<file path="config.mk">
export PLATFORM = sky130hd
export DESIGN_NAME = fetch_responder
export DESIGN_NICKNAME = d
export VERILOG_FILES = /design/src/rtl/fetch_responder.sv
export SDC_FILE = /design/constraint.sdc
export NUM_CORES = 2
export LEC_CHECK = 0
export CAP_MARGIN = 30
export CELL_PAD_IN_SITES_DETAIL_PLACEMENT = 0
export CELL_PAD_IN_SITES_GLOBAL_PLACEMENT = 1
export CORE_ASPECT_RATIO = 1.75
export CORE_MARGIN = 3
export CORE_UTILIZATION = 25
export DETAILED_ROUTE_END_ITERATION = 7
export PLACE_DENSITY_LB_ADDON = 0.1
export SYNTH_ARGS = -nofsm -noshare
export SYNTH_HDL_FRONTEND = slang
export SYNTH_SLANG_ARGS = --single-unit
</file>
<file path="constraint.sdc">
create_clock -name clk -period 3.8 [get_ports clk]
set_input_delay 0.38 -clock clk [delete_from_list [all_inputs] [get_ports clk]]
set_output_delay 0.38 -clock clk [all_outputs]
set_load 0.02 [all_outputs]
</file>
<file path="src/rtl/fetch_responder.sv">
// fetch_responder: instruction-memory responder with fixed wait states and a program-load write port
module fetch_responder #(
    parameter int DW          = 16,
    parameter int AW          = 8,
    parameter int DEPTH       = 256,
    parameter int WAIT_CYCLES = 1
) (
    input  logic          clk,
    input  logic          rst,
    input  logic          i_req_valid,
    output logic          o_req_ready,
    input  logic [AW-1:0] i_req_addr,
    output logic          o_rsp_valid,
    input  logic          i_rsp_ready,
    output logic [DW-1:0] o_rsp_data,
    output logic          o_rsp_err,
    input  logic          i_wr_en,
    input  logic [AW-1:0] i_wr_addr,
    input  logic [DW-1:0] i_wr_data,
    output logic          o_busy
);
    localparam int CW = WAIT_CYCLES > 0 ? $clog2(WAIT_CYCLES + 1) : 1;
    localparam logic [AW:0] LIM = (AW + 1)'(DEPTH);
    typedef enum logic [1:0] {IDLE, WAIT, RESP} state_t;
    state_t r_state, w_next;
    logic [DW-1:0] r_mem [DEPTH];
    logic [DW-1:0] r_data;
    logic          r_err;
    logic [CW-1:0] r_cnt;
    logic          w_accept, w_rd_ok, w_wr_ok;
    assign w_accept    = i_req_valid && r_state == IDLE;
    assign w_rd_ok     = {1'b0, i_req_addr} < LIM;
    assign w_wr_ok     = {1'b0, i_wr_addr} < LIM;
    assign o_req_ready = r_state == IDLE;
    assign o_busy      = r_state != IDLE;
    assign o_rsp_valid = r_state == RESP;
    // The data/err registers keep the last word after handshake; gating forces 0 outside RESP
    assign o_rsp_data  = o_rsp_valid ? r_data : '0;
    assign o_rsp_err   = o_rsp_valid && r_err;
    always_comb begin
        w_next = r_state;
        case (r_state)
            IDLE:    w_next = w_accept ? (WAIT_CYCLES == 0 ? RESP : WAIT) : IDLE;
            WAIT:    w_next = r_cnt == CW'(1) ? RESP : WAIT;
            RESP:    w_next = i_rsp_ready ? IDLE : RESP;
            default: w_next = IDLE;
        endcase
    end
    always_ff @(posedge clk or posedge rst) begin
        if (rst) r_state <= IDLE;
        else     r_state <= w_next;
    end
    always_ff @(posedge clk or posedge rst) begin
        if (rst) begin
            r_data <= '0;
            r_err  <= 1'b0;
            r_cnt  <= '0;
        end else if (w_accept) begin
            r_data <= w_rd_ok ? r_mem[i_req_addr] : '0;
            r_err  <= !w_rd_ok;
            r_cnt  <= CW'(WAIT_CYCLES);
        end else if (r_state == WAIT) begin
            r_cnt <= r_cnt - CW'(1);
        end
    end
    // Memory is not reset; the read above samples the pre-write word on a same-cycle write
    always_ff @(posedge clk) begin
        if (i_wr_en && w_wr_ok) r_mem[i_wr_addr] <= i_wr_data;
    end
endmodule

</file>
# == Word level (Yosys, flattened, before mapping) ==
# Memory sizes are Yosys's and may differ from the RTL's. A register that Yosys moved wholly into a read port is not among the register bits.
# Cells that the tools add are included.
# op_classes
addsub,1
n_eq_ne,2
mux,9
n_reduce_logical,4
# op_table
op,n
2-to-1 mux 16 bit,1
one-hot mux 2 bit (3 select lines),1
2-to-1 mux 1 bit,5
2-to-1 mux 2 bit,2
nonzero test 2 bit,2
== test 2 x 1 -> 1 bit (second input constant),1
== test 2 bit (second input constant),1
zero test 2 bit,1
logical AND 1 bit,1
subtractor 1 bit (second input constant),1
# totals
regBits,3
mem_bits_rw,4096
in_bits,37
elab_cells,19
mem_count,1
# memory_table
name,words,width,rd,rd_clocked_by_memory_dff,wr,line_no,text
r_mem,256,16,1,1,1,26,logic [DW-1:0] r_mem [DEPTH];

# == Longest topological paths before layout ==
# depth
word_depth,4
ltp_mapped,13

# == Worst setup path before layout ==
# Ideal clock, no wire load.
# synth_timing
kind,input -> register
start,input i_wr_addr[3]
end,"memory r_mem[235][0], enable pin"
setup_ps,388
arrival_ps,2157
t_required_ps,3412
path_slack_ps,1255
path_stages,6
path_buffers,3
path_cell_list,clkbuf_1 > nor2b_1 > clkbuf_1 > nand4_1 > clkbuf_1 > nor2_1
# synth_rtl
item,line_no,text
"start, declared",18,"input logic [AW-1:0] i_wr_addr,"
"end, declared",26,
# No word-level cell before the write port.

# == Final worst setup path ==
# layout_timing
start,register r_state[0]
end,output o_rsp_data[12]
# layout_via
elab_chain_len,2
# layout_rtl
item,line_no,text
"start, declared",25,"state_t r_state, w_next;"
"start signal, assigned",51,else r_state <= w_next;
== test 2 bit,36,assign o_rsp_valid = r_state == RESP;
2-to-1 mux 16 bit,38,assign o_rsp_data = o_rsp_valid ? r_data : '0;
"end, declared",15,"output logic [DW-1:0] o_rsp_data,"
# Every way passes these cells.

==> impl_metrics.csv <==
group,metric,value,unit
logic_synthesis,yosysTopAreaCell,"edfxtp_1",
cts,clkLatencyLatePin,1.00,ns
global_routing,grt_pass1_vias,85400,
setup_path,path_max_fanout,20,
power,switching_share,22.8,%
logic_synthesis,syn_inst,7526,
worst_hold_path,min_path_type,"input pin to flop",
placement,gp_congestion,0.778,
placement,dp_slack,-0.334,ns
logic_synthesis,ys_types,68,
logic_synthesis,synth-seq-cells,4115,
sta,setup_viol,0,
finish,fin_util,30.3,%
placement,dpl_cell_area,178000,µm²
logic_synthesis,synth_fp_nets,7563,
finish,regArea,123000,µm²
logic_synthesis,synth_top_cells_by_area,"edfxtp_1, mux4_2, mux2i_1",
power,p_sw,22400,µW
logic_synthesis,synth-edff-count,4096,
cts,cts_root_buf,"clkbuf_16",
finish,layout_common_cells,"edfxtp_1, buf_4, mux4_2",
finish,final_nets,8623,
floorplanning,die_x,608,µm
drt,antenna_left,0,
global_routing,antenna_found_initial,41,
setup_path,required,3.42,ns
cts,cts_tree,"yes",
finish,multi_input_area,33000,µm²
global_routing,use_met1,19.2,%
floorplanning,core,632000,µm²
drt,vias,79900,
power,clockPowerShare,42.0,%
cts,cts_buffers,421,
sta,finClkSkew,0.0508,ns
finish,num-fill-cells,61400,
cts,clkSinkCount,4115,
status,status,"finished, final reports clean",
floorplanning,initial_core_util,25.1,%
sta,drv_slew,0,
global_routing,grt_overflow_total,0,
setup_path,r2r_start,"r_mem[185][12]",
drt,drc,0,
setup_path,arrival,3.09,ns
logic_synthesis,synthFlopType,"edfxtp_1",
power,vdd_drop_max,0.356,mV
sta,fmax,288,MHz
setup_path,worstSetupStartpointType,"flop",
logic_synthesis,synth_warnings,0,
global_routing,grt_max_degree,115,
power,p_comb_share,6.7,%
run,maxCapViolCount,0,
power,power_density,514,nW/µm²
setup_path,r2r-end,"r_data[12]",
sta,period_share,91.3,%
global_routing,gr-usage-met2,36.0,%
placement,hpwl,396,mm
setup_path,ff2ff_path_depth,8,
cts,post_cts_buffers,0,
floorplanning,die_h,1.06,mm
finish,drive_gt1_share,29.0,%
floorplanning,rows,386,
setup_path,worstSetupEndpointType,"primary output",
sta,hold_violations,0,
global_routing,grt_pass1_wl,787,mm
cts,clockBufferDepth,5,
cts,h-tree-depth,5,
finish,final_area,191000,µm²
drt,viasPerCell,4.62,
power,seqPwrFrac,51.3,%
logic_synthesis,synth_top_area_share,77.5,%
global_routing,grt_most_used_layer,"met2",
worst_hold_path,min_path_cells,3,
floorplanning,ios,57,
sta,setup_slack,0.331,ns
global_routing,grt_usage,18.0,%
sta,slew_headroom,16.9,%
sta,holdWs,0.124,ns
floorplanning,die-area,645000,µm²
logic_synthesis,ys_seq_area_share,77.8,%
placement,portBuffers,55,
drt,wl_per_cell,34.1,µm
sta,tightest_slew,1.25,ns
drt,first_pass_iters,8,
sta,period_needed,3.47,ns
logic_synthesis,async_reset_ff_share,0.462,%
drt,routed_wl,589,mm
setup_path,reg2reg_slack,0.65,ns
power,internal_power,75900,µW
worst_hold_path,holdPathEnd,"r_state[0]",
cts,path_clk_slew,0.06,ns
worst_hold_path,worst_hold_startpoint,"i_req_valid",
power,leakagePower,0.0607,µW
drt,drt_iter0_markers,5884,
logic_synthesis,syn_avg_cell_area,21.1,µm²
global_routing,met3_usage,1.75,%
finish,area_growth,20.5,%
logic_synthesis,syn_area,159000,µm²
sta,rsz0062_at_grt,"false",
finish,layout_commonest_cell,"edfxtp_1",
setup_path,crit_type,"flop to primary output",
-- critical path, cell delays in order, from the launching register on --
cell	delay (ns)
dfrtp_1	0.43
nor2b_2	0.12
buf_4	0.39
and2_2	0.40
clkdlybuf4s50_1	0.66
-- registers in the layout (all words and copies together), names as in the netlist --
register	flops
r_mem	4096
r_data	16
r_state	2
r_cnt	1
-- area by class of cell --
type / instances / area share (%)
Antenna cell: 45 / 0.0589
Multi-Input combinational cell: 2954 / 17.2
Sequential cell: 4115 / 64.5
Inverter: 10 / 0.0235
Timing Repair Buffer: 1084 / 5.75
Tap cell: 8342 / 5.46
Clock buffer: 508 / 5.75
Clock inverter: 229 / 1.20
-- cell usage after synthesis, types with 15 or more instances --
master	instances
nor2b_1	15
a221oi_1	17
o221ai_1	118
nor3_1	42
a2111oi_0	35
a21oi_1	112
buf_8	30
nand4_1	21
o22ai_1	233
buf_6	73
a22oi_1	99
edfxtp_1	4096
and2_1	22
mux2i_1	608
a22o_1	19
buf_2	112
nand3_1	85
nand2_1	215
clkbuf_1	148
dfrtp_1	19
buf_4	61
a211oi_1	55
mux4_1	28
mux4_2	723
nor2_1	294
o21ai_0	98
buf_1	21
-- metal layers --
layer | up-vias | share of wire [%]
met5 | - | 0.0054
met4 | 6 | 3.5
met3 | 593 | 2.7
met2 | 1519 | 58
met1 | 44000 | 36
li1 | 33700 | -
-- per-stage QoR --
step                total power [µW]  TNS [ns]  cells
CTS                           100000         0  17200
finish                         98300         0  17300
global placement               58100     -4.96  16500
floorplan                      53700         0   7526
detailed placement             58200     -1.88  16500
global route                  102000         0  17300
-- power groups by stage --
| stage | sequential [µW] | clock [µW] | combinational (µW) |
|---|---|---|---|
| global placement | 51400 | 0 | 6760 |
| finish | 50400 | 41300 | 6580 |
| CTS | 50400 | 42700 | 6860 |
| global route | 50400 | 44300 | 6920 |
| detailed placement | 51400 | 0 | 6830 |
| floorplan | 51100 | 0 | 2610 |
-- logic make-up (layout without fill, tap and decap cells) --
logic type	Yosys count	after routing	synth area share, %
mux	1365	1365	14.6
flops	4115	4115	77.8
simple gates	741	741	2.05
compound gates	847	847	3.67
buf+inv	457	1831	1.88
other cells	1	46	0.00236
-- timing repair --
action / in CTS / in global routing
hold endpoints to repair: 649 / 0
hold buffers: 17 / 0
gates resized for setup: 4 / 0
endpoints found under the setup margin: 4 / 0
-- worst max-delay path by stage --
stage | start | cells past startpoint | slack, ns | endpoint
finish | r_state[0] | 4 | 0.33 | o_rsp_data[12]
global route | r_state[0] | 4 | 0.19 | o_rsp_data[12]
CTS | r_state[0] | 4 | 0.1 | o_rsp_data[12]
detailed placement | i_req_addr[6] | 14 | -0.33 | r_data[13]
global placement | i_req_addr[0] | 9 | -1.42 | r_data[0]
floorplan | i_wr_addr[3] | 6 | 1.26 | r_mem[235][0]
No activity file was read; power rests on OpenSTA's default activity.
